$ cat config.mk
export PLATFORM = sky130hd
export DESIGN_NAME = param_pattern_detector
export DESIGN_NICKNAME = d
export VERILOG_FILES = /design/src/rtl/param_pattern_detector_pkg.sv /design/src/rtl/param_pattern_detector_sat_counter.sv /design/src/rtl/param_pattern_detector.sv
export SDC_FILE = /design/constraint.sdc
export NUM_CORES = 1
export LEC_CHECK = 0
export CAP_MARGIN = 20
export CORE_MARGIN = 3
export CORE_UTILIZATION = 47
export CTS_CLUSTER_DIAMETER = 60
export CTS_CLUSTER_SIZE = 30
export DETAILED_ROUTE_END_ITERATION = 12
export GPL_TIMING_DRIVEN = 0
export PLACE_DENSITY = 0.85
export SETUP_SLACK_MARGIN = 0.5
export SLEW_MARGIN = 15
export SYNTH_ARGS = -nofsm -noshare
export SYNTH_HDL_FRONTEND = slang
export SYNTH_SLANG_ARGS = --single-unit
$ cat constraint.sdc
create_clock -name clk -period 2.25 [get_ports clk]
set_input_delay 0.225 -clock clk [delete_from_list [all_inputs] [get_ports clk]]
set_output_delay 0.225 -clock clk [all_outputs]
set_load 0.05 [all_outputs]
$ cat src/rtl/param_pattern_detector_pkg.sv
// rtl/param_pattern_detector_pkg.sv - shared FSM encoding and width helper for the pattern detector
package param_pattern_detector_pkg;

  typedef enum logic {
    ST_FILL = 1'b0,
    ST_HUNT = 1'b1
  } state_t;

  function automatic int len_w(input int max_len);
    return $clog2(max_len + 1);
  endfunction

endpackage

$ cat src/rtl/param_pattern_detector_sat_counter.sv
// rtl/param_pattern_detector_sat_counter.sv - saturating event counter with clear priority
module sat_counter #(
  parameter int CNT_W = 8
) (
  input  logic             clk,
  input  logic             rst,
  input  logic             inc,
  input  logic             clr,
  output logic [CNT_W-1:0] count
);

  always_ff @(posedge clk or posedge rst) begin
    if (rst) begin
      count <= '0;
    end else if (clr) begin
      count <= '0;
    end else if (inc && (count != {CNT_W{1'b1}})) begin
      count <= count + 1'b1;
    end
  end

endmodule

$ cat src/rtl/param_pattern_detector.sv
// rtl/param_pattern_detector.sv - serial pattern detector with programmable pattern, length, mask and overlap
module param_pattern_detector
  import param_pattern_detector_pkg::*;
#(
  parameter int                 MAX_LEN     = 8,
  parameter int                 CNT_W       = 8,
  parameter logic [MAX_LEN-1:0] DEF_PATTERN = 'b0110,
  parameter int                 DEF_LEN     = 4,
  parameter bit                 DEF_OVL     = 1'b1
) (
  input  logic                           clk,
  input  logic                           rst,
  input  logic                           d_i,
  input  logic                           v_i,
  input  logic                           cfg_we,
  input  logic [MAX_LEN-1:0]             cfg_pattern,
  input  logic [MAX_LEN-1:0]             cfg_mask,
  input  logic [$clog2(MAX_LEN+1)-1:0]   cfg_len,
  input  logic                           cfg_ovl,
  input  logic                           cnt_clr,
  output logic                           pattern_detect,
  output logic [CNT_W-1:0]               match_count,
  output logic                           cfg_err
);

  localparam int            LW    = len_w(MAX_LEN);
  localparam logic [LW-1:0] MAX_L = LW'(MAX_LEN);

  logic [MAX_LEN-1:0] pattern;
  logic [MAX_LEN-1:0] mask;
  logic [LW-1:0]      len;
  logic               ovl;
  logic [MAX_LEN-1:0] hist;
  logic [LW-1:0]      fill;
  state_t             state;

  logic               accept;
  logic               len_ok;
  logic [MAX_LEN-1:0] hist_next;
  logic [LW-1:0]      fill_next;
  logic [MAX_LEN-1:0] lenmask;
  logic               window_full;
  logic               match;

  always_comb begin
    accept    = v_i & ~cfg_we;
    len_ok    = (cfg_len != '0) && (cfg_len <= MAX_L);
    hist_next = {hist[MAX_LEN-2:0], d_i};
    fill_next = (fill == MAX_L) ? MAX_L : fill + LW'(1);
    lenmask   = '0;
    for (int i = 0; i < MAX_LEN; i++) begin
      lenmask[i] = (i < int'(len));
    end
    // HUNT already guarantees a full window; FILL needs the incoming bit to complete it
    window_full = (state == ST_HUNT) || (fill_next >= len);
    match       = accept && window_full &&
                  (((hist_next ^ pattern) & mask & lenmask) == '0);
  end

  always_ff @(posedge clk or posedge rst) begin
    if (rst) begin
      pattern        <= DEF_PATTERN;
      mask           <= '1;
      len            <= LW'(DEF_LEN);
      ovl            <= DEF_OVL;
      hist           <= '0;
      fill           <= '0;
      state          <= ST_FILL;
      pattern_detect <= 1'b0;
      cfg_err        <= 1'b0;
    end else begin
      pattern_detect <= match;
      cfg_err        <= cfg_we && !len_ok;
      if (cfg_we) begin
        if (len_ok) begin
          pattern <= cfg_pattern;
          mask    <= cfg_mask;
          len     <= cfg_len;
          ovl     <= cfg_ovl;
          hist    <= '0;
          fill    <= '0;
          state   <= ST_FILL;
        end
      end else if (v_i) begin
        if (match && !ovl) begin
          hist  <= '0;
          fill  <= '0;
          state <= ST_FILL;
        end else begin
          hist <= hist_next;
          fill <= fill_next;
          if (fill_next >= len) state <= ST_HUNT;
        end
      end
    end
  end

  sat_counter #(.CNT_W(CNT_W)) u_cnt (
    .clk   (clk),
    .rst   (rst),
    .inc   (pattern_detect),
    .clr   (cnt_clr),
    .count (match_count)
  );

endmodule

Yosys cells after proc, flatten, opt, wreduce, memory -nomap -nowiden
Index checks and enable logic that the tools add are counted.
W data, S select, Z words.
{ "word_totals": {"reg_bits": 43, "inputBits": 27, "out_inout_bits": 10, "elab_cells": 63} }
{ "op_classes": {"n_addsub": 2, "magnitude_cmp": 10, "n_eq_ne": 3, "n_mux": 16, "bitwise_logic": 5, "reduce_logical": 17} }
{ "op_table": {"columns": ["op", "count"], "rows": [
  ["$mux W7", 4],
  ["$mux W4", 5],
  ["$and A8 B8 Y8", 2],
  ["$lt A3 B4 Y1 const A", 4],
  ["$mux W8", 2],
  ["$add A8 B1 Y8 const B", 1],
  ["$logic_not A8 Y1", 1],
  ["$lt A1 B4 Y1 const A", 2],
  ["$lt A2 B4 Y1 const A", 2],
  ["$ne A8 B8 Y1 const B", 1],
  ["$xor A8 B8 Y8", 1],
  ["$logic_and A1 B1 Y1", 6],
  ["$mux W1", 5],
  ["$add A4 B1 Y4 const B", 1],
  ["$eq A4 B4 Y1 const B", 1],
  ["$ge A4 B4 Y1", 1],
  ["$le A4 B4 Y1 const B", 1],
  ["$reduce_and A2 Y1", 2],
  ["$reduce_bool A2 Y1", 2],
  ["$reduce_bool A4 Y1", 1],
  ["$reduce_and A3 Y1", 1],
  ["$reduce_bool A3 Y1", 1],
  ["$logic_not A1 Y1", 2],
  ["$ne A2 B1 Y1 const B", 1],
  ["3 further kinds", 3]
]} }

Depth between registers and ports, before layout
Gate-level depths: netlist of the first run.
{ "depth": {"ltp_word": 10, "mapped_depth": 12, "mapped_depth_nobuf": 11} }

Hierarchy
Synthesis of the first run repeated with hierarchy kept, for this count alone.
{ "hier_totals": {"cells_unflattened": 210, "hier_area_um2": 2314.7} }
{ "by_module_without_submodules": {"columns": ["module", "n_inst", "cells_per_inst", "area_per_inst_um2", "seq_area_each_um2"], "rows": [
  ["param_pattern_detector", 1, 161, 1810.5, 890.9],
  ["sat_counter", 1, 49, 504.2, 200.2]
]} }

Least setup slack after synthesis of the first run
Ideal clock, no wire load.
{ "synth_timing": {"path_type": "flip-flop to flip-flop", "from": "reg fill[0]", "to": "reg fill[0]", "t_arrival_ns": 2.097, "slack_ns": 0.032, "path_stages_with_launch": 13, "synth_period_minus_slack_ns": 2.218, "cell_sequence": "dfrtp_1 inv_1 ha_1 a31oi_1 inv_1 ha_1 nand2b_1 a21oi_1 o211ai_1 nor4b_4 a21oi_2 buf_6 a22o_1"} }
{ "synth_via": {"elab_chain_len": 10} }
{ "synth_rtl": {"columns": ["item", "line", "rtl"], "rows": [
  ["start, declared", "param_pattern_detector.sv:34", "logic [LW-1:0] fill;"],
  ["start signal, assigned", "param_pattern_detector.sv:91", "fill <= fill_next;"],
  ["$add A4 B1 Y4 / $eq A4 B4 Y1 (equally long branches)", "param_pattern_detector.sv:49", "fill_next = (fill == MAX_L) ? MAX_L : fill + LW'(1);"],
  ["$mux W4 (*)", "param_pattern_detector.sv:49", null],
  ["$ge A4 B4 Y1 (*)", "param_pattern_detector.sv:55", "window_full = (state == ST_HUNT) || (fill_next >= len);"],
  ["$logic_or A1 B1 Y1 (*)", "param_pattern_detector.sv:55", null],
  ["$logic_and A1 B1 Y1 (*) (2 in a row)", "param_pattern_detector.sv:56", "match = accept && window_full &&"],
  ["net match", "param_pattern_detector.sv:43", "logic match;"],
  ["$logic_and A1 B1 Y1 (*)", "param_pattern_detector.sv:85", "if (match && !ovl) begin"],
  ["$mux W4 (*)", "param_pattern_detector.sv:85", null],
  ["$mux W4 (*)", "param_pattern_detector.sv:84", "end else if (v_i) begin"],
  ["$mux W4 (*)", "param_pattern_detector.sv:74", "if (cfg_we) begin"]
]} }
Mark *: on every way through the listed nets, which the timed path passes. The rest lies on a longest branch. The select of a mux whose other input is x is not followed.
A chain may end at the register's enable or synchronous reset.

Final worst setup path of the first run
{ "layout_timing": {"from": "reg fill[0]", "to": "reg hist[5]"} }
{ "layout_via": {"elab_chain_len": 10} }
{ "layout_rtl": {"columns": ["item", "line", "rtl"], "rows": [
  ["$add A4 B1 Y4 / $eq A4 B4 Y1 (equally long branches)", "param_pattern_detector.sv:49", null],
  ["$mux W4 (*)", "param_pattern_detector.sv:49", null],
  ["$ge A4 B4 Y1 (*)", "param_pattern_detector.sv:55", null],
  ["$logic_or A1 B1 Y1 (*)", "param_pattern_detector.sv:55", null],
  ["$logic_and A1 B1 Y1 (*) (2 in a row)", "param_pattern_detector.sv:56", null],
  ["net match", "param_pattern_detector.sv:43", null],
  ["$logic_and A1 B1 Y1 (*)", "param_pattern_detector.sv:85", null],
  ["$mux W7 (*)", "param_pattern_detector.sv:85", null],
  ["$mux W7 (*)", "param_pattern_detector.sv:84", null],
  ["$mux W7 (*)", "param_pattern_detector.sv:74", null],
  ["end signal, assigned", "param_pattern_detector.sv:90", "hist <= hist_next;"],
  ["end, declared", "param_pattern_detector.sv:33", "logic [MAX_LEN-1:0] hist;"]
]} }
Marks and branches as above.

==> flow_summary.ini, run 1 <==
[critical_path]
cp_common_cell = buf_6
worstPathRequired_ns = 2.43
reg2reg_slack_ns = -0.13
rr_worst_depth = 11
cp.depth = 11
r2r_start = fill[0]$_DFFE_PP0P_
slowest_stage = dfrtp_1
timing.rr.end = hist[5]$_DFFE_PP0P_
path_class = reg -> reg
critPathBufInv = 2
slowest_delay_ns = 0.41
worstPathMaxFanout = 5
endpoint_kind = register
startpoint_type = register
cp_cell_sequence = buf_6, ha_2, nand3_1, o21ai_2, ha_1, nand2_1, o211ai_1, nor4b_4, a21oi_2, buf_6, a22o_1
cpLargestDelayFamily = compound AO/OA/AOI/OAI gates
crit_arrival_ns = 2.56

[route]
route.detailed.drc = 0
viasPerCell = 5.32
routed-wl-met2_um = 2160
drt_first_pass_iters = 4
wl_per_cell_um = 15.0
vias = 1501
met1_length_um = 1840
postRouteAntennaNets = 0
wl_um = 4240
maxUsedRoutingLayer = met4
drt_iter0_drc = 61
met3_length_um = 181

[die]
start_util_pct = 50.7
core_area_um2 = 4170
die_height_um = 73.1
die_w_um = 73.1
rows = 23
ios = 37
dieArea_um2 = 5340

[synthesis]
yosys.area.top_type_share_pct = 36.7
synth_xor_area_share_pct = 7.04
synth_compound_gate_area_share_pct = 12.4
synth_flop_cell = dfrtp_1
syn_inst = 178
synth_seq_cells = 43
synth-simple-area-share_pct = 9.99
synth_cell_type_count = 37
yosysSeqAreaShare_pct = 51.6
syn_nets = 212
synthAdderAreaFrac_pct = 4.14
synthArstFlopShare_pct = 100
yosysMostFrequentCell = dfrtp_1
synth_top_area_cell = dfrtp_1
muxShareOfSynthArea_pct = 10.6
synth_edf_count = 0
netlist_top_cells_count = dfrtp_1, mux2_2, dfstp_2
yosysWarnings = 0
synth_top_family_by_area = compound AO/OA/AOI/OAI gates
synthTopCellsByArea = dfrtp_1, dfstp_2, mux2_2
syn_area_per_cell_um2 = 11.9
synth_area_um2 = 2120

[timing]
finClkSkew_ns = 0.00823
post-route-min-period_ns = 2.38
maxSlewHeadroom_pct = 66.4
hold-worst-slack_ns = 0.269
fin_crit_sh_pct = 106
rsz0062_at_grt = yes
hold_violations = 0
worstMarginPinSlew_ns = 0.502
max_freq_mhz = 420
setup_slack_ns = -0.129
drv_slew = 0
setup_viol = 11

[placement]
dp.cells = 264
io_buffer_count = 35
hpwl_um = 3060
pre_cts_slack_ns = -0.186
gp_congestion = 0.776

[global_routing]
antenna_found_initial = 0
grt_max_degree = 24
grt_use_total_pct = 18.2
grt_pass1_wl_um = 7470
grt-ovfl-total = 0
grt_pass1_vias = 1632

[clocking]
cts_made_buffers = 5
h-tree-depth = 2
cts.sinks = 43
clk_latency_ns = 0.29
clockBufferDepth = 2
cts.clk_slew.worst_paths_ns = 0.08
cts_root_buf = clkbuf_8
cts_tree = yes

[cells_and_area]
drive_above_1_share_pct = 34.1
fin_cells = 282
syn_to_final_growth_pct = 33.6
ff_latch_area_um2 = 1100
n_fill_cell = 304
final_nets = 265
fin_util_pct = 67.7
multiInputGateArea_um2 = 1010
antennaDiodeCount = 0

[pwr]
intPower_mw = 1.49
power_per_cell_area_nw_per_um2 = 752
switching_share_pct = 29.8
p_comb_share_pct = 31.7
seq_power_share_pct = 46.6
p_leak_nw = 1.30
p_sw_mw = 0.633
total_power_mw = 2.13
irDropWorstVdd_mv = 0.439
pwr-share-clk_pct = 21.7

[status]
status = complete, but fails checks
violations = negative setup slack

[hold_path]
hp-class = in -> async

[run]
maxCapViolations = 0
[power by group through the flow]
| stage | sequential [mW] | clock, mW | combinational (mW) |
|---|---|---|---|
| global placement | 1.00 | 0 | 0.487 |
| global route | 1.00 | 0.513 | 0.739 |
| detailed placement | 1.01 | 0 | 0.511 |
| floorplan | 1.01 | 0 | 0.351 |
| CTS | 0.988 | 0.478 | 0.587 |
| finish | 0.991 | 0.462 | 0.673 |
[layer usage]
metal  vias up  track usage (%)
li1        735                -
met1       719             22.9
met2        38             30.5
met3         9             4.41
met4         0             6.35
met5         -                0
[worst reg2reg max path: stages (launching register included)]
cell and delay [ns]:
dfrtp_1 0.41, buf_6 0.14, ha_2 0.19, nand3_1 0.10, o21ai_2 0.08, ha_1 0.28, nand2_1 0.07, o211ai_1 0.22
nor4b_4 0.31, a21oi_2 0.13, buf_6 0.15, a22o_1 0.18
[flip-flops by register name, summed over array words and instances, names as in the netlist]
name and cells:
hist 7, fill 4, pattern_detect 1, u_cnt.count 8, len 4, cfg_err 1, pattern 8, state 1
mask 8, ovl 1
[cell type report]
type                            count  share of cell area (%)
Tap cell                           50                    2.21
Timing Repair Buffer               46                    16.8
Clock buffer                        7                    2.70
Clock inverter                      1                   0.177
Buffer                              7                    2.04
Sequential cell                    43                    38.9
Multi-Input combinational cell    118                    35.9
Inverter                           10                    1.33
[cells in the final DEF, fill, tap and decap left out, drive strengths merged, types with 2 or more instances in the layout]
master	instances
a21oi	7
a22o	11
a31oi	2
buf	18
clkbuf	7
clkdlybuf4s50	28
dfrtp	31
dfstp	12
dlygate4sd2	2
dlymetal6s2s	5
ha	7
inv	10
mux2	20
nand2	7
nand2b	3
nand3	8
nand4	2
nor2	10
nor3	4
o21a	2
o21ai	5
xnor2	7
xor2	10
[metrics by stage]
| step | TNS (ns) | cell area (um^2) |
|---|---|---|
| final | -1.22 | 2830 |
| after global routing | -3.11 | 2830 |
| after CTS | -0.0445 | 2740 |
| after detailed placement | -1.80 | 2580 |
| after global placement | -0.907 | 2550 |
| after floorplan | 0 | 2140 |
[what timing repair did]
item / 4_1_cts / 5_1_grt
hold endpoints to repair: 0 / 0
setup buffers: 4 / 5
hold buffers: 0 / 0
setup endpoints to repair: 30 / 39
pin swaps: 2 / 3
cloned: 1 / 0
resized for setup: 12 / 17
[worst max-delay path by stage]
stage | slack, ns | to | from
after floorplan | 0.09 | fill[0]$_DFFE_PP0P_ | fill[0]$_DFFE_PP0P_
after detailed placement | -0.19 | hist[5]$_DFFE_PP0P_ | fill[0]$_DFFE_PP0P_
after global placement | -0.1 | hist[4]$_DFFE_PP0P_ | fill[0]$_DFFE_PP0P_
final | -0.13 | hist[5]$_DFFE_PP0P_ | fill[0]$_DFFE_PP0P_
after CTS | -0.02 | hist[0]$_DFFE_PP0P_ | fill[1]$_DFFE_PP0P_
after global routing | -0.29 | hist[3]$_DFFE_PP0P_ | fill[0]$_DFFE_PP0P_
[cell families after synthesis]
group | after synthesis
flops | 43
simple gates | 39
mux | 20
xor+xnor | 17
compound gates | 35
fa+ha+maj | 7
buf+inv | 17
No activity file was read; power rests on OpenSTA's default activity.
==> inputs of run 2 (changes only) <==
--- a/config.mk
+++ b/config.mk
@@ -18,3 +18,4 @@
 export SYNTH_ARGS = -nofsm -noshare
 export SYNTH_HDL_FRONTEND = slang
 export SYNTH_SLANG_ARGS = --single-unit
+export TNS_END_PERCENT = 1
==> run 2 against run 1 <==
  * The flow still finishes with violations (negative setup slack)
  * Combinational power shrank 8.6%
  * Sequential cell count is the same
  * Clock skew shrank 0.0056 ns
  * Register-to-register slack lost 0.06 ns
  * Critical path depth grew 1
  * Die area is the same
  * Routed wire length grew 1.0%
  * First-iteration DRC count shrank 18%
  * Critical endpoint is now hist[1]$_DFFE_PP0P_
  * Largest cell class unchanged
==> flow_summary.ini, run 2 (same netlist as run 1, synthesis figures left out) <==
[die]
rows = 23
die_height_um = 73.1
start_util_pct = 50.7
core_area_um2 = 4170
ios = 37
die_w_um = 73.1
dieArea_um2 = 5340

[clocking]
h-tree-depth = 2
cts.clk_slew.worst_paths_ns = 0.08
cts.sinks = 43
cts_hold_buf = 0
cts_tree = yes
clockBufferDepth = 2
cts_root_buf = clkbuf_8
clk_latency_ns = 0.30
cts_made_buffers = 5

[cells_and_area]
top_regs = mask: 8 flops, pattern: 8 flops, u_cnt.count: 8 flops
multiInputGateArea_um2 = 1020
final_common_cell = dfrtp_1
final_nets = 261
n_fill_cell = 318
antennaDiodeCount = 0
ff_latch_area_um2 = 1090
final_cell_mix = dfrtp_1, clkdlybuf4s50_1, mux2_2, dfstp_2
drive_above_1_share_pct = 32.9
syn_to_final_growth_pct = 32.2
fin_cells = 278

[global_routing]
antenna_found_initial = 0
grt_pass1_wl_um = 7010
grt_pass1_vias = 1564
grt_use_total_pct = 17.1
grt_max_degree = 26
grt-ovfl-total = 0

[timing]
fin_crit_sh_pct = 108
drv_slew = 0
finClkSkew_ns = 0.00264
maxSlewHeadroom_pct = 66.3
hold_violations = 0
setup_viol = 11
rsz0062_at_grt = yes
hold-worst-slack_ns = 0.236
setup_slack_ns = -0.187
post-route-min-period_ns = 2.44
max_freq_mhz = 410
worstMarginPinSlew_ns = 0.505

[critical_path]
crit_arrival_ns = 2.62
startpoint_type = register
endpoint_kind = register
worstPathRequired_ns = 2.44
rr_worst_depth = 12
worstPathMaxFanout = 5
path_class = reg -> reg

[route]
drt_first_pass_iters = 4
route.detailed.drc = 0
wl_per_cell_um = 15.4
met1_length_um = 1790
routed-wl-met2_um = 2140
viasPerCell = 5.60
wl_um = 4280
met3_length_um = 240
drt_iter0_drc = 50
postRouteAntennaNets = 0
maxUsedRoutingLayer = met4
vias = 1558

[placement]
hpwl_um = 3050
pre_cts_slack_ns = -0.213
io_buffer_count = 35
dp.cells = 264
gp_congestion = 0.832

[status]
status = complete, but fails checks
violations = negative setup slack

[run]
maxCapViolations = 0

[pwr]
power_per_cell_area_nw_per_um2 = 797
total_power_mw = 2.23
p_leak_nw = 1.26
irDropWorstVdd_mv = 0.522

[hold_path]
hp-class = in -> async
-- run 2: area by class of cell --
class | count | share of cell area [%]
Buffer | 7 | 1.88
Sequential cell | 43 | 39.0
Inverter | 10 | 1.34
Timing Repair Buffer | 42 | 14.9
Clock buffer | 6 | 2.95
Clock inverter | 2 | 1.25
Tap cell | 50 | 2.24
Multi-Input combinational cell | 118 | 36.5
-- run 2: per-layer routing --
layer	global-route usage [%]	up-vias
li1	-	723
met1	20.8	774
met2	28.6	48
met3	4.55	13
met4	6.76	0
met5	0	-
-- run 2: final timing paths --
kind	startpoint	endpoint	slack (ns)
min	rst	u_cnt.count[4]$_DFFE_PP0P_	0.24
min reg2reg	pattern[4]$_DFFE_PP0P_	pattern[4]$_DFFE_PP0P_	0.53
max	fill[0]$_DFFE_PP0P_	hist[1]$_DFFE_PP0P_	-0.19
max reg2reg	fill[0]$_DFFE_PP0P_	hist[1]$_DFFE_PP0P_	-0.19
max in group asynchronous	rst	len[2]$_DFFE_PP1P_	1.47
min in group clk	cnt_clr	u_cnt.count[5]$_DFFE_PP0P_	0.27
-- run 2: metrics by stage --
step	TNS, ns	utilization [%]	cell area (um^2)
2_1_floorplan	0	-	2120
3_3_place_gp	-1.52	60.7	2530
3_5_place_dp	-2.06	61.1	2550
4_1_cts	-1.21	65.1	2720
5_1_grt	-2.88	67.0	2800
6_report	-1.80	67.0	2800
-- run 2: power breakdown --
group / total [mW] / internal [mW] / switching, mW
combinational: 0.615 / 0.331 / 0.284
clock: 0.620 / 0.359 / 0.261
sequential: 0.995 / 0.906 / 0.0880
total: 2.23 / 1.60 / 0.633
-- run 2: what timing repair did --
action | CTS | global route
cloned | 0 | 1
setup endpoints to repair | 22 | 17
gates resized for setup | 13 | 16
buffers inserted | 4 | 1
pin swaps | 2 | 6
-- run 2: critical path: stages, from the launching register on --
cell	delay (ns)
dfrtp_1	0.39
inv_2	0.06
ha_4	0.16
a31oi_4	0.21
inv_2	0.06
ha_4	0.26
nand2b_4	0.11
a21oi_2	0.06
o211ai_1	0.19
nor4b_4	0.35
a21oi_2	0.15
buf_6	0.16
a22o_1	0.18
==> variant: new RTL, settings of run 2 <==
Change the parameter `MAX_LEN` from 8 to 4.
--- a/src/rtl/param_pattern_detector.sv
+++ b/src/rtl/param_pattern_detector.sv
@@ -3,5 +3,5 @@
   import param_pattern_detector_pkg::*;
 #(
-  parameter int                 MAX_LEN     = 8,
+  parameter int                 MAX_LEN     = 4,
   parameter int                 CNT_W       = 8,
   parameter logic [MAX_LEN-1:0] DEF_PATTERN = 'b0110,
Interface: changed (resized cfg_len, cfg_mask and cfg_pattern); port bits go from 37 to 28. The function was not compared with the original's and may differ.
==> variant against run 2 <==
Critical path depth is 4 lower. Wire length fell by 26%. Sequential cell count shrank 14. Maximum frequency rose by 24%. Total power fell by 35%. Utilization down 2.0 points. Area after synthesis shrank 27%. Setup slack improved by 470 ps. Sequential power shrank 33%. Cell area shrank 28%. Sequential share of layout area decreased by 2.5 points. Critical path type unchanged. Largest power group unchanged. Highest routed layer unchanged.
==> variant: results (changes against run 2) <==
[synthesis]
ys_warn_count = 0  ; unchanged
post_synth_fa_ha_maj_area_fraction_pct = 4.85  ; was 4.14%
synth_cell_type_count = 46  ; was 37
synthMuxAreaShare_pct = 9.37  ; was 10.6%
ys_seq_area_share_pct = 47.5  ; was 51.6%
synthTopCellsByArea = dfrtp_1, dfstp_2, mux2_2  ; unchanged
synth_nets = 162  ; was 212
syn_inst = 138  ; was 178
synth-xor-area-share_pct = 3.39  ; was 7.04%
synth_top_flop_cell = dfrtp_1  ; unchanged
synth_compound_area_share_pct = 15.9  ; was 12.4%
synth_edf_count = 0  ; unchanged
yosys-top-cells-count = dfrtp_1, mux2_2, inv_1, nor2_1, dfstp_2  ; was dfrtp_1, mux2_2, dfstp_2

[place]
place_inst = 208  ; was 264
gp_congestion = 0.861  ; was 0.832
post-dp-hpwl_mm = 2.30  ; was 3.05 mm
io_buffers = 26  ; was 35

[cts]
cts_buffers = 5  ; unchanged
htreeDepth = 2  ; unchanged
worstSkewPairLatency_ps = 340  ; was 300 ps
clock_path_buffers = 2  ; unchanged
clk_pin_slew_ps = 100  ; was 80 ps
root_buffer = clkbuf_4  ; was clkbuf_8

[final_layout]
final_nets = 197  ; was 261
n_fill_cell = 267  ; was 318
reg_top3 = u_cnt.count (8), mask (4), pattern (4)  ; was mask (8), pattern (8), u_cnt.count (8)
top_register = u_cnt.count
drive_gt1_share_pct = 25.9  ; was 32.9%
diodes = 0  ; unchanged
finalNonFillerCells = 218  ; was 278

[power_and_ir_drop]
p_leak_uw = 0.000842  ; was 0.00126 uW
ir_worst_vdd_mv = 0.501  ; was 0.522 mV

[outcome]
status = finished, final reports clean  ; was finished with violations

[global_routing]
grt_start_max_net_pins = 30  ; was 26
track_usage_pct = 17.3  ; was 17.1%
first_global_vias = 1300  ; was 1564
antenna_found_initial = 0  ; unchanged
grt_pass1_wl_mm = 5.46  ; was 7.01 mm

[hold_path]
worst_hold_path_type = primary input to asynchronous set/reset pin  ; unchanged

[setup_path]
arrival_ps = 2200  ; was 2620 ps
crit_end = pattern_detect$_DFF_PP0_  ; was hist[1]$_DFFE_PP0P_
r2r-start = fill[1]$_DFFE_PP0P_  ; was fill[0]$_DFFE_PP0P_
r2r_slack_ps = 290  ; was -190 ps
r2r_cells = 8  ; was 12
path_max_fanout = 7  ; was 5
cp_top_family = compound AO/OA/AOI/OAI gates  ; unchanged
max_stage_delay_ps = 360  ; was 390 ps

[timing]
skew_ps = 14.3  ; was 2.64 ps
worst_slew_pin_slew_ps = 543  ; was 505 ps

[detailed_routing]
drc_errors = 0  ; unchanged
routed_wl_mm = 3.15  ; was 4.28 mm
initialDrtViolationCount = 23  ; was 50
vias_per_cell = 5.67  ; was 5.60
firstDrtPassIters = 5  ; was 4

-- variant: changes by cell type in the layout (fill, tap and decap cells not counted), sizes merged, moves of 7 or more --
cell / run 2 / this run
a22o: 11 / 0
buf: 14 / 4
dfrtp: 31 / 21
mux2: 20 / 12
dlygate4sd2: 7 / 0
-- variant: worst min-delay path by stage --
stage	endpoint	cells past startpoint
finish	pattern_detect$_DFF_PP0_	2
global route	pattern_detect$_DFF_PP0_	2
CTS	u_cnt.count[0]$_DFFE_PP0P_	2
detailed placement	pattern[0]$_DFFE_PP0P_	1
global placement	pattern[0]$_DFFE_PP0P_	1
floorplan	cfg_err$_DFF_PP0_	1
-- variant: kinds of logic after synthesis --
family / after synthesis
compound gates: 34
buf+inv: 12
flops: 29
mux: 13
simple gates: 38
xor+xnor: 6
fa+ha+maj: 6
-- variant: what timing repair did --
item                       in CTS  in global routing
resized for setup               5                  3
setup endpoints to repair      17                 18
buffers inserted                1                  0
cloned                          0                  0
pin swaps                       1                  0
-- variant: metal layers --
metal / part of all wire (%) / track usage [%] / vias to the layer above
met4: 0.95 / 5.12 / 0
met5: 0 / 0 / -
met1: 39 / 17.6 / 615
met3: 5.2 / 5.88 / 4
li1: - / - / 580
met2: 55 / 32.9 / 36
-- variant: final cells by class --
| class | count | area share [%] |
|---|---|---|
| clock buffers | 8 | 2.91 |
| multi-input cells | 97 | 40.4 |
| well taps | 44 | 2.73 |
| plain buffers | 3 | 1.12 |
| flip-flops and latches | 29 | 36.5 |
| repair buffers | 28 | 14.6 |
| inverters | 9 | 1.67 |
-- variant: report_power, final --
part	internal, uW	switching, uW	total (uW)	leakage [uW]
combinational	221	237	458	0.000449
sequential	608	58.5	666	0.000361
clock	154	176	330	0.0000326
total	983	471	1450	0.000842
-- variant: metrics by stage --
stage          hold WS, ps  power [uW]  setup slack, ps  cell area, um^2  util [%]
2_1_floorplan          297         943              392             1550         -
3_3_place_gp           511        1040              260             1870      60.2
3_5_place_dp           519        1060              179             1870      60.2
4_1_cts                259        1450              270             1970      63.4
5_1_grt                178        1550              172             2020      65.0
6_report               158        1450              286             2020      65.0
